File: config.mk
export PLATFORM = sky130hd
export DESIGN_NAME = imm_ext_unit
export DESIGN_NICKNAME = d
export VERILOG_FILES = /design/src/rtl/imm_ext_unit.sv
export SDC_FILE = /design/constraint.sdc
export NUM_CORES = 1
export LEC_CHECK = 0
export CAP_MARGIN = 10
export CORE_ASPECT_RATIO = 1.1
export CORE_MARGIN = 2
export CORE_UTILIZATION = 45
export DETAILED_ROUTE_END_ITERATION = 8
export HOLD_SLACK_MARGIN = 0.15
export PLACE_DENSITY = 0.78
export SETUP_SLACK_MARGIN = 0.2
export SLEW_MARGIN = 20
export SYNTH_ARGS = -nofsm -noshare
export SYNTH_HDL_FRONTEND = slang
export SYNTH_SLANG_ARGS = --single-unit
File: constraint.sdc
create_clock -name clk -period 4.1 [get_ports clk]
set_input_delay 0.615 -clock clk [delete_from_list [all_inputs] [get_ports clk]]
set_output_delay 0.615 -clock clk [all_outputs]
set_load 0.02 [all_outputs]
File: src/rtl/imm_ext_unit.sv
// ---------------------------------------------------------------------------
// imm_ext_unit
//   Parametrised immediate extender with a valid/ready handshake and a
//   registered result. It takes the place of the fixed 16->32 extender that
//   sat between instruction decode and the ALU B-operand mux / branch-offset
//   adder.
//
//   Modes (eop):
//     00  sign-extend imm to OUT_W bits
//     01  zero-extend imm to OUT_W bits
//     10  load-upper: imm placed in the top IMM_W bits, zeros below
//     11  sign-extend, then logical left shift by shamt. The shift runs one
//         bit per cycle in the SHIFT state, so latency is 1+shamt cycles.
//
//   Optional feature: define IMM_EXT_OVF_EN to add the sticky signed-overflow
//   output 'ovf'. Without the macro the port and its logic are absent.
//
// Ports
//   clk        in   1        rising-edge clock
//   reset      in   1        synchronous reset, active-low (0 = reset)
//   in_valid   in   1        request valid
//   in_ready   out  1        request accepted when in_valid & in_ready
//   imm        in   IMM_W    immediate field
//   eop        in   2        extension mode (see above)
//   shamt      in   SHAMT_W  left-shift amount, mode 11 only
//   out_valid  out  1        ext holds a result
//   out_ready  in   1        consumer takes the result when out_valid & out_ready
//   ext        out  OUT_W    extended result (registered)
//   busy       out  1        1 while shifting
//   ovf        out  1        (IMM_EXT_OVF_EN only) sticky signed overflow
// ---------------------------------------------------------------------------
module imm_ext_unit #(
    parameter int IMM_W   = 16,
    parameter int OUT_W   = 32,
    parameter int SHAMT_W = 5
) (
    input  logic               clk,
    input  logic               reset,
    input  logic               in_valid,
    output logic               in_ready,
    input  logic [IMM_W-1:0]   imm,
    input  logic [1:0]         eop,
    input  logic [SHAMT_W-1:0] shamt,
    output logic               out_valid,
    input  logic               out_ready,
    output logic [OUT_W-1:0]   ext,
    output logic               busy
`ifdef IMM_EXT_OVF_EN
    ,
    output logic               ovf
`endif
);

    typedef enum logic [1:0] {
        S_IDLE  = 2'd0,
        S_SHIFT = 2'd1,
        S_HOLD  = 2'd2
    } state_t;

    state_t             r_state;
    logic [OUT_W-1:0]   r_ext;
    logic [SHAMT_W-1:0] r_cnt;
    logic               r_out_valid;
    logic               r_busy;
`ifdef IMM_EXT_OVF_EN
    logic               r_ovf;
`endif

    logic               w_accept;
    logic               w_to_shift;
    logic [OUT_W-1:0]   w_sext;
    logic [OUT_W-1:0]   w_zext;
    logic [OUT_W-1:0]   w_result;

    // A new request can enter when idle, or when the held result is being
    // consumed in this very cycle (pass-through accept). Held low in reset.
    assign in_ready   = reset & ((r_state == S_IDLE) | ((r_state == S_HOLD) & out_ready));
    assign w_accept   = in_valid & in_ready;
    assign w_to_shift = (eop == 2'b11) && (shamt != '0);

    assign w_sext = {{(OUT_W-IMM_W){imm[IMM_W-1]}}, imm};
    assign w_zext = {{(OUT_W-IMM_W){1'b0}}, imm};

    always_comb begin
        // NOTE: default first so every path assigns w_result; no latch is inferred.
        w_result = w_sext;
        case (eop)
            2'b01:   w_result = w_zext;
            2'b10:   w_result = w_zext << (OUT_W - IMM_W);
            default: w_result = w_sext;  // 00, and 11 before shifting
        endcase
    end

    // NOTE: all state is updated with non-blocking assignments so every
    // register sees the pre-edge values of the others.
    always_ff @(posedge clk) begin
        if (!reset) begin
            r_state     <= S_IDLE;
            r_ext       <= '0;
            r_cnt       <= '0;
            r_out_valid <= 1'b0;
            r_busy      <= 1'b0;
`ifdef IMM_EXT_OVF_EN
            r_ovf       <= 1'b0;
`endif
        end else if (w_accept) begin
            // Covers both IDLE accepts and the HOLD pass-through accept.
            r_ext <= w_result;
            r_cnt <= (eop == 2'b11) ? shamt : '0;
`ifdef IMM_EXT_OVF_EN
            r_ovf <= 1'b0;
`endif
            if (w_to_shift) begin
                r_state     <= S_SHIFT;
                r_busy      <= 1'b1;
                r_out_valid <= 1'b0;
            end else begin
                r_state     <= S_HOLD;
                r_busy      <= 1'b0;
                r_out_valid <= 1'b1;
            end
        end else begin
            case (r_state)
                S_SHIFT: begin
                    r_ext <= r_ext << 1;
                    r_cnt <= r_cnt - SHAMT_W'(1);
`ifdef IMM_EXT_OVF_EN
                    // Sign bit about to be replaced by a differing bit.
                    if (r_ext[OUT_W-1] != r_ext[OUT_W-2]) begin
                        r_ovf <= 1'b1;
                    end
`endif
                    if (r_cnt == SHAMT_W'(1)) begin
                        r_state     <= S_HOLD;
                        r_busy      <= 1'b0;
                        r_out_valid <= 1'b1;
                    end
                end
                S_HOLD: begin
                    if (out_ready) begin
                        r_state     <= S_IDLE;
                        r_out_valid <= 1'b0;
                    end
                end
                S_IDLE: begin
                    r_out_valid <= 1'b0;
                    r_busy      <= 1'b0;
                end
                default: begin
                    r_state     <= S_IDLE;
                    r_out_valid <= 1'b0;
                    r_busy      <= 1'b0;
                end
            endcase
        end
    end

    assign ext       = r_ext;
    assign out_valid = r_out_valid;
    assign busy      = r_busy;
`ifdef IMM_EXT_OVF_EN
    assign ovf       = r_ovf;
`endif

endmodule
==> After elaboration in Yosys (flattened, before gate mapping) <==
Index checks and enable logic that the tools add are counted.
{ "op_classes": {"reduce_logical": 7, "eq_ne": 10, "bitwise_logic": 4, "n_mux": 20, "addsub": 1} }
{ "ops": {"columns": ["cell", "n"], "rows": [
  ["2-to-1 mux 32 bit", 2],
  ["case mux 32 bit (2 select lines)", 1],
  ["2-to-1 mux 5 bit", 3],
  ["2-to-1 mux 2 bit", 4],
  ["2-to-1 mux 1 bit", 7],
  ["== test 2 bit, second input constant", 3],
  ["inequality test 3 bit, second input constant", 2],
  ["case mux 2 bit (3 select lines)", 1],
  ["== test 5 x 1 -> 1 bit, second input constant", 1],
  ["nonzero test 5 bit", 1],
  ["subtractor 5 x 1 -> 5 bit, second input constant", 1],
  ["== test 2 x 1 -> 1 bit, second input constant", 2],
  ["inequality test 2 bit, second input constant", 2],
  ["case mux 1 bit (2 select lines)", 2],
  ["AND reduction 2 bit", 2],
  ["AND 1 bit", 3],
  ["AND reduction 3 bit", 1],
  ["zero test 2 bit", 1],
  ["nonzero test 2 bit", 1],
  ["logical AND 1 bit", 1],
  ["OR 1 bit", 1]
]} }
{ "totals": {"elab_cells": 47, "register_bits": 41} }

==> Longest topological paths before layout <==
Gate-level depths: netlist of run 1.
{ "depth": {"word_depth": 7, "depth_mapped": 8} }

==> Worst setup path before layout of run 1 <==
No wires, ideal clock.
{ "synth_path": {"path_kind": "input port to output port", "from": "input reset", "to": "output in_ready", "cell_stages": 3, "path_buffers": 1, "arrival_time_ps": 1395, "setup_slack_ps": 2090, "cell_sequence": "inv_2 > clkbuf_1 > nor3_1"} }
{ "synth_via": {"elab_chain_cells": 1} }
{ "synth_lines": {"columns": ["item", "line_no", "text"], "rows": [
  ["start, declared", "38", "input logic reset,"],
  ["AND 1 bit", "77", "assign in_ready = reset & ((r_state == S_IDLE) | ((r_state == S_HOLD) & out_ready));"],
  ["end, declared", "40", "output logic in_ready,"]
]} }
Every way passes these cells.

==> Final worst setup path of run 1 <==
{ "layout_path": {"from": "input out_ready", "to": "output in_ready"} }
{ "layout_via": {"elab_chain_cells": 3} }
{ "layout_lines": {"columns": ["item", "line_no", "text"], "rows": [
  ["start, declared", "45", "input logic out_ready,"],
  ["AND 1 bit", "77", null],
  ["OR 1 bit", "77", null],
  ["AND 1 bit", "77", null]
]} }
Every way passes these cells.

==> metrics.csv, run 1 <==
stage;metric;value;unit
run_status;status;finished, final reports clean;
worst_setup_path;WS Path Type;in2out;
routing;routed vias/inst;5.699;
yosys;Mapped Nets;265;
job;max-cap violation count;0;
worst_setup_path;Critical Path Sink Type;output port;
power_and_ir_drop;sequential power share;42.3;%
yosys;mux contribution to synthesized area;0;%
yosys;Seq/Total Area, Yosys;38.41;%
placement;post-placement cell count;337;
routing;post-route ant nets;0;
power_and_ir_drop;Worst VDD drop;210.1;uV
yosys;Synth async-reset ratio;0;%
sta;final setup fails;0;
final_layout;P&R area growth vs syn;34.84;%
worst_setup_path;WP data required;3.48;ns
sta;final worst setup slack;1.447;ns
sta;RSZ-0062 raised after global routing;no;
clock_network;post-CTS setup buffers;0;
die;die width;69.71;um
yosys;largest family of logic cells by synthesized area;compound AO/OA/AOI/OAI gates;
grt;GRT Total Usage;21.45;%
power_and_ir_drop;Cell Pwr Density;356.8;mW/mm2
sta;Fin Setup TNS;0;ns
power_and_ir_drop;clock share of power;37.8;%
sta;relative slew slack;61.08;%
final_layout;commonest non-fill, non-tap cells in the layout;clkdlybuf4s50_1 (61), dfxtp_1 (41), nand2_1 (36), a21oi_1 (27), a21oi_2 (24);
placement;IO buf count;61;
placement;GPL Wtd Cong;0.7702;
power_and_ir_drop;final total power;1.028;mW
sta;Worst Max-Slew Pin Slew;0.5838;ns
final_layout;post-route cell area;0.002882;mm2
grt;antenna violations before repair;0;
yosys;Cells after Synth;233;
clock_network;CTS Hold Bufs;0;
yosys;Main synth FF type;dfxtp_1;
sta;period utilisation layout;64.71;%
clock_network;CTS tree;built;
yosys;Synth Area in Compound Gates;36.77;%
sta;Final Max Tran Viols;0;
clock_network;clk_lat worst skew;0.30;ns
routing;DR vias;1966;
power_and_ir_drop;leak pwr;0.9339;nW
final_layout;nets;320;
worst_hold_path;Tightest Hold Check Type;reg2reg;
final_layout;ANT cells;0;
yosys;top post-synthesis cells by area;dfxtp_1 (38%), a21oi_2 (9.8%), a21oi_1 (6.3%), nand2_1 (6.3%), a2bb2oi_1 (6.1%);
final_layout;commonest non-fill, non-tap cell in the layout;clkdlybuf4s50_1;
die;Starting Density;46.26;%
die;die area;0.005317;mm2
routing;Iteration-0 DRC Markers;199;
yosys;simple-gate share of the synthesized area;14.46;%
sta;Hold Violations, Final;0;
yosys;Post-synth EDFFs;0;
yosys;Cell Area, Synth;0.002137;mm2
final_layout;Final Util;62.38;%
yosys;Avg Inst Size Synth;9.172;um2
clock_network;clock sinks;41;
yosys;number of library cell types mapped by synthesis;41;
sta;min Tclk post-route;2.653;ns
sta;final clock skew;0.008135;ns
clock_network;CTS clk-pin slew, worst paths;0.08;ns
yosys;Yosys top cell by area;dfxtp_1;
grt;number of global-route vias before repair;1942;
routing;Residual DRC;0;
worst_setup_path;critical path cell sequence;clkdlybuf4s50_1, nor2b_4, nor3_1, clkdlybuf4s50_1;
placement;Final HPWL DP;3685;um
die;# rows;26;
final_layout;non-filler cells, final;345;
clock_network;CTS buffer count;5;
worst_setup_path;CP max stage cell;clkdlybuf4s50_1;
power_and_ir_drop;sw power;272.1;uW
yosys;Yosys top cell area share;38.41;%
die;Core ar.;0.004619;mm2
yosys;area share of fa/ha/maj cells after synthesis;2.927;%
grt;first-pass GRT wire length;9287;um
worst_setup_path;CP max FO;5;
routing;1st-pass router iterations;4;
yosys;synthesis-stage register bit count;41;
routing;WL final;5573;um
power_and_ir_drop;combinational share of power;19.9;%
clock_network;H-tree Lvls;2;
power_and_ir_drop;switching portion of total power;26.47;%
die;# IOs;62;
sta;Hold WS;0.4787;ns
yosys;post-synthesis xor/xnor area fraction;1.230;%
placement;placed cell area;0.002748;mm2
worst_setup_path;CP Launch Type;input pin;
yosys;Warnings, synthesis;0;
grt;largest net degree at the start of global routing;41;
worst_setup_path;CP max stage delay;0.63;ns
grt;GRT Residual Overflow;0;
worst_setup_path;most frequent CP cell;clkdlybuf4s50_1;
worst_setup_path;Arr. time, crit path;2.04;ns
routing;drt wl/cell;16.15;um
worst_setup_path;register-to-register setup slack;2.24;ns
die;Die H;76.28;um
sta;fmax;376.9;MHz
power_and_ir_drop;Pint;755.9;uW
clock_network;clk root buf;clkbuf_8;
clock_network;CTS resizes;0;
clock_network;clk buf depth;2;
placement;Placement Setup Slack;1.442;ns
final_layout;layout cells sized above 1;19.72;%
==> synthesized netlist by cell type, types with 2 or more instances <==
library cell	count
dfxtp_1	41
nand2_1	36
a21oi_1	27
a21oi_2	24
a2bb2oi_1	15
a22oi_2	10
clkbuf_1	7
a22oi_1	5
ha_1	5
inv_1	5
nand3_1	5
nor2_1	5
a31oi_1	4
buf_2	4
buf_4	4
buf_6	3
nand2b_1	3
a211oi_1	2
a211oi_2	2
nor2b_1	2
nor3_1	2
o211ai_1	2
xnor2_1	2
==> worst max-delay path, delay by kind of cell <==
kind                   cells  cell delay, ns
buffers and inverters      2            1.20
AND/OR/NAND/NOR            2            0.22
==> sequential cells by signal, indices dropped and copies added (netlist names) <==
signal     cells
ext           32
busy           1
r_state        2
out_valid      1
r_cnt          5
==> kinds of logic after synthesis <==
kind of cell,after synthesis
flip-flops,41
adder cells (fa/ha/maj),5
AO/OA/AOI/OAI,99
buffers and inverters,24
AND/OR/NAND/NOR,61
XOR/XNOR,3
==> power groups by stage <==
stage | Sequential [mW] | Clock, mW | Combinational (mW)
final | 0.435 | 0.389 | 0.204
after global routing | 0.438 | 0.409 | 0.219
after CTS | 0.435 | 0.394 | 0.205
after detailed placement | 0.444 | 0 | 0.203
after global placement | 0.444 | 0 | 0.202
after floorplan | 0.458 | 0 | 0.107
==> final timing paths <==
check,to,depth (start not counted),startpoint
setup / recovery,in_ready,4,out_ready
hold / removal,ext[1],2,ext[1]
setup reg to reg,ext[4],4,r_state[0]
hold reg to reg,ext[1],2,ext[1]
==> per-layer routing <==
layer	track usage, %	share of wire (%)	routed length [um]	up-vias
li1	-	-	-	953
met1	26.95	44	2456	952
met2	35.10	48	2667	50
met3	6.085	6.1	338	11
met4	7.692	2.0	110	0
met5	0	0	0	-
==> layout make-up <==
type,instances,area [um2]
Multi-Input combinational cell,168,1186
Tap cell,56,70.07
Clock inverter,3,65.06
Clock buffer,5,68.82
Fill cell,408,1738
Inverter,6,22.52
Timing Repair Buffer,66,648.1
Sequential cell,41,820.8
Note: power is estimated with default switching activity, not from simulation.
==> inputs of run 2 (changes only) <==
- CORE_UTILIZATION: 45 -> 43
- clock period: 4.1 -> 2.3 ns (I/O delays scaled with it)
==> run 2 against run 1 <==
Routed wire length decreased by 1.6%. Flip-flop and latch count is the same. Non-clock buffer count grew 4. Final area increased by 1.0%. Count of clock-buffer cells in the layout increased by 1. Via count fell by 0.36%. Sequential power increased by 78%. Hold slack gained 0.0018 ns. Clock power is 57% higher. Utilization fell by 0.65 points. Critical path depth rose by 3. Highest routed layer unchanged.
==> metrics.csv, run 2 (same netlist as run 1, synthesis figures left out) <==
stage;metric;value;unit;change
placement;GPL Wtd Cong;0.8255;;+7.2%
job;max-cap violation count;0;;unchanged
power_and_ir_drop;leak pwr;0.9480;nW;+1.5%
worst_setup_path;Worst setup endpoint;ext[26];;
worst_setup_path;WS Path Type;in2reg;;
routing;Residual DRC;0;;unchanged
sta;Final Max Tran Viols;0;;unchanged
power_and_ir_drop;Cell Pwr Density;603.2;mW/mm2;+69%
final_layout;commonest non-fill, non-tap cell in the layout;clkdlybuf4s50_1;;
grt;first-pass GRT wire length;8963;um;-3.5%
die;Starting Density;45.31;%;-0.96 points
sta;relative slew slack;57.63;%;-3.5 points
final_layout;P&R area growth vs syn;36.24;%;
routing;routed vias/inst;5.613;;-1.5%
grt;GRT Total Usage;20.10;%;-1.4 points
final_layout;layout cells sized above 1;21.16;%;+1.4 points
worst_setup_path;Reg-to-Reg End;ext[26];;
die;# IOs;62;;unchanged
clock_network;H-tree Lvls;2;;unchanged
worst_hold_path;WHS Path Cells;2;;unchanged
final_layout;max reg flops;32;;unchanged
final_layout;ANT cells;0;;unchanged
final_layout;Final Util;61.72;%;-0.65 points
worst_setup_path;CP Launch Type;input pin;;
routing;1st-pass router iterations;4;;unchanged
final_layout;area of the multi-input gates;0.001189;mm2;+0.21%
worst_hold_path;Tightest Hold Check Type;reg2reg;;
sta;Worst Max-Slew Pin Slew;0.6326;ns;+0.04889 ns
clock_network;CTS buffer count;5;;unchanged
sta;period utilisation layout;86.71;%;
routing;post-route ant nets;0;;unchanged
routing;WL final;5484;um;-1.6%
grt;largest net degree at the start of global routing;41;;unchanged
sta;RSZ-0062 raised after global routing;no;;
routing;Iteration-0 DRC Markers;140;;-30%
sta;final setup fails;0;;unchanged
clock_network;CTS clk-pin slew, worst paths;0.08;ns;about the same
worst_setup_path;reg2reg start;r_state[0];;
final_layout;Sequential Area;820.8;um2;unchanged
routing;drt wl/cell;15.71;um;-2.7%
placement;IO buf count;61;;unchanged
final_layout;commonest non-fill, non-tap cells in the layout;clkdlybuf4s50_1 (60), dfxtp_1 (41), nand2_1 (36), a21oi_1 (27), a21oi_2 (24);;
final_layout;nets;324;;+1.3%
power_and_ir_drop;Worst VDD drop;316.9;uV;+51%
run_status;status;finished, final reports clean;;
die;Core ar.;0.004717;mm2;+2.1%
clock_network;CTS tree;built;;
sta;Hold Violations, Final;0;;unchanged
clock_network;clk_lat worst skew;0.30;ns;about the same
sta;fmax;501.4;MHz;
die;Die H;77.94;um;+2.2%
sta;Hold WS;0.4805;ns;+0.001824 ns
grt;antenna violations before repair;0;;unchanged
sta;min Tclk post-route;1.994;ns;
worst_setup_path;Arr. time, crit path;2.22;ns;+0.18 ns
clock_network;clk root buf;clkbuf_8;;
die;die width;71.22;um;+2.2%
worst_setup_path;Critical Path Start;eop[0];;
die;# rows;26;;unchanged
clock_network;clock sinks;41;;unchanged
worst_setup_path;WP data required;2.53;ns;-0.95 ns
worst_setup_path;register-to-register setup slack;0.56;ns;-1.68 ns
worst_setup_path;CP max FO;15;;+10
sta;final clock skew;0.007107;ns;-0.001029 ns
final_layout;fillers;388;;-4.9%
placement;Final HPWL DP;3737;um;+1.4%
grt;GRT Residual Overflow;0;;unchanged
worst_setup_path;Critical Path Sink Type;flop;;
clock_network;clk buf depth;2;;unchanged
die;die area;0.005551;mm2;+4.4%
routing;DR vias;1959;;-0.36%
sta;Fin Setup TNS;0;ns;unchanged
worst_setup_path;Worst Reg-to-Reg Cells;5;;+1
grt;number of global-route vias before repair;1897;;-2.3%
-- run 2: worst min path at each step --
stage	from	to
CTS	ext[4]	ext[4]
global placement	ext[4]	ext[4]
global route	ext[4]	ext[4]
finish	ext[4]	ext[4]
detailed placement	ext[4]	ext[4]
floorplan	r_cnt[0]	r_cnt[0]
-- run 2: metal layers --
metal | share of wire [%] | routed length, um | up-vias | GRT usage, %
met3 | 7.7 | 420 | 10 | 5.455
met4 | 1.7 | 95 | 0 | 7.170
li1 | - | - | 961 | -
met5 | 0 | 0 | - | 0
met1 | 43 | 2347 | 921 | 26.23
met2 | 48 | 2620 | 67 | 31.67
-- run 2: worst max-delay path: stages --
cell and delay, ns:
clkdlybuf4s50_1 0.48, inv_1 0.05, ha_1 0.33, nor2b_2 0.53
a21oi_1 0.16, a2bb2oi_1 0.17, a21oi_2 0.14
-- run 2: where the power goes --
| group | total (mW) | internal (mW) | switching, mW |
|---|---|---|---|
| Combinational | 0.369 | 0.178 | 0.191 |
| Clock | 0.611 | 0.353 | 0.258 |
| Sequential | 0.776 | 0.744 | 0.0317 |
| Total | 1.76 | 1.28 | 0.481 |
-- run 2: area by class of cell --
cell class                 instances  area share [%]
tap                               56           2.407
clock inverter                     2           1.289
multi-input combinational        168           40.83
inverter                           6          0.7735
sequential                        41           28.19
timing repair buffer              70           23.68
clock buffer                       6           2.836
-- run 2: through the flow --
| step | instance area (um2) | worst slack, ns | power, mW | cells |
|---|---|---|---|---|
| floorplan | 2137 | 0.6277 | 1.008 | 233 |
| global placement | 2775 | -0.2706 | 1.152 | 339 |
| detailed placement | 2775 | -0.3049 | 1.156 | 339 |
| CTS | 2912 | 0.3309 | 1.766 | 349 |
| global route | 2912 | 0.2164 | 1.827 | 349 |
| finish | 2912 | 0.3056 | 1.756 | 349 |
-- run 2: what timing repair did --
item | 4_1_cts | 5_1_grt
hold buffers | 0 | 0
buffers inserted | 2 | 0
gates resized for setup | 2 | 0
endpoints found under the setup margin | 31 | 0
==> inputs of run 3 (changes only) <==
- CORE_UTILIZATION: 43 -> 45
- clock period: 2.3 -> 1.95 ns (I/O delays scaled with it)
==> run 3 against run 2 <==
Count of clock-buffer cells in the layout is 1 higher. Utilization is 4.0 points higher. Flip-flop and latch count unchanged.
==> metrics.csv, run 3 (same netlist as run 1, synthesis figures left out) <==
stage;metric;value;unit;change
routing;Residual DRC;0;;unchanged
die;Die H;76.28;um;-2.1%
placement;GPL Wtd Cong;0.7468;;-9.5%
sta;final setup fails;0;;unchanged
placement;Placement Setup Slack;-0.5347;ns;-0.2298 ns
routing;post-route ant nets;0;;unchanged
grt;GRT Total Usage;21.66;%;+1.6 points
clock_network;clk root buf;clkbuf_8;;
final_layout;max reg flops;32;;unchanged
die;# rows;26;;unchanged
routing;1st-pass router iterations;4;;unchanged
placement;IO buf count;61;;unchanged
clock_network;clk buf depth;2;;unchanged
placement;Final HPWL DP;3967;um;+6.2%
final_layout;layout cells sized above 1;28.38;%;+7.2 points
clock_network;CTS buffer count;5;;unchanged
grt;first-pass GRT wire length;9301;um;+3.8%
routing;Iteration-0 DRC Markers;174;;+24%
sta;Fin Setup TNS;0;ns;unchanged
clock_network;CTS tree;built;;
power_and_ir_drop;leak pwr;1.008;nW;+6.3%
worst_setup_path;Arr. time, crit path;1.88;ns;-0.34 ns
routing;routed vias/inst;5.565;;-0.85%
sta;fmax;582.5;MHz;
worst_setup_path;CP max FO;15;;unchanged
final_layout;nets;334;;+3.1%
grt;number of global-route vias before repair;2047;;+7.9%
clock_network;H-tree Lvls;2;;unchanged
sta;relative slew slack;61.26;%;+3.6 points
final_layout;commonest non-fill, non-tap cells in the layout;clkdlybuf4s50_1 (60), dfxtp_1 (40), nand2_1 (36), a21oi_2 (27), a21oi_1 (24);;
die;# IOs;62;;unchanged
die;die width;69.71;um;-2.1%
final_layout;ANT cells;0;;unchanged
routing;DR vias;1998;;+2.0%
final_layout;commonest non-fill, non-tap cell in the layout;clkdlybuf4s50_1;;
grt;GRT Residual Overflow;0;;unchanged
worst_setup_path;register-to-register setup slack;0.41;ns;-0.15 ns
routing;drt wl/cell;15.63;um;-0.55%
final_layout;non-filler cells, final;359;;+2.9%
sta;Hold Violations, Final;0;;unchanged
clock_network;clk_lat worst skew;0.29;ns;about the same
sta;Worst Max-Slew Pin Slew;0.5810;ns;-0.05160 ns
sta;period utilisation layout;88.04;%;
sta;min Tclk post-route;1.717;ns;
job;max-cap violation count;0;;unchanged
worst_setup_path;WS Path Type;in2reg;;
final_layout;fillers;395;;+1.8%
die;die area;0.005317;mm2;-4.2%
worst_setup_path;WP data required;2.11;ns;-0.42 ns
sta;RSZ-0062 raised after global routing;yes;;
clock_network;clock sinks;41;;unchanged
placement;post-placement cell count;349;;+2.9%
sta;Final Max Tran Viols;0;;unchanged
die;Starting Density;46.26;%;+0.96 points
sta;final worst setup slack;0.2332;ns;-0.07239 ns
final_layout;P&R area growth vs syn;42.10;%;
worst_hold_path;Tightest Hold Check Type;reg2reg;;
run_status;status;finished, final reports clean;;
grt;antenna violations before repair;0;;unchanged
final_layout;Final Util;65.74;%;+4.0 points
sta;final clock skew;0.003346;ns;-0.003761 ns
power_and_ir_drop;Worst VDD drop;418.5;uV;+32%
grt;largest net degree at the start of global routing;41;;unchanged
clock_network;CTS clk-pin slew, worst paths;0.08;ns;about the same
worst_setup_path;Critical Path Sink Type;flop;;
routing;WL final;5610;um;+2.3%
worst_setup_path;CP Launch Type;input pin;;
power_and_ir_drop;Cell Pwr Density;663.8;mW/mm2;+10%
die;Core ar.;0.004619;mm2;-2.1%
## run 3: final timing paths
path	to	startpoint	cells after the start
max reg2reg	r_cnt[1]	r_state[0]	6
max	ext[18]	eop[0]	8
min reg2reg	ext[4]	ext[4]	2
min	ext[4]	ext[4]	2
## run 3: report_power, final
part           internal [mW]  total [mW]  switching [mW]
registers              0.878       0.914          0.0361
logic                  0.239       0.479           0.241
clock network          0.320       0.622           0.302
total                   1.44        2.02           0.579
## run 3: layer usage
layer / track usage (%) / wire length [um] / vias to the layer above
met1: 26.88 / 2537 / 955
met2: 36.73 / 2756 / 46
met3: 5.026 / 226 / 10
li1: - / - / 987
met4: 7.692 / 89 / 0
met5: 0 / 0 / -
## run 3: final cells by class
type	count	area, um2	area share (%)
multi-input cells	168	1260	41.49
flip-flops and latches	41	822.0	27.07
inverters	6	22.52	0.7417
well taps	56	70.07	2.307
repair buffers	80	760.7	25.05
clock inverters	1	5.005	0.1648
clock buffers	7	96.34	3.173
## run 3: worst max-delay path, cell delays in order
cell             delay, ns
clkdlybuf4s50_1       0.48
inv_1                 0.08
ha_4                  0.26
buf_4                 0.13
and2_4                0.21
a21oi_1               0.13
a2bb2oi_1             0.21
a21oi_2               0.07
## run 3: repair_timing
action | 4_1_cts | 5_1_grt
endpoints found under the setup margin | 31 | 23
resized for setup | 13 | 8
buffers inserted | 2 | 0
pin swaps | 1 | 0
hold buffers | 0 | 0
## run 3: per-stage QoR
step,hold slack (ns),power (mW),instance area (um2)
after CTS,0.4838,2.009,3010
after detailed placement,0.4706,1.386,2850
after global placement,0.4633,1.379,2850
final,0.4817,2.016,3037
after floorplan,0.4183,1.189,2137
after global routing,0.5163,2.100,3037
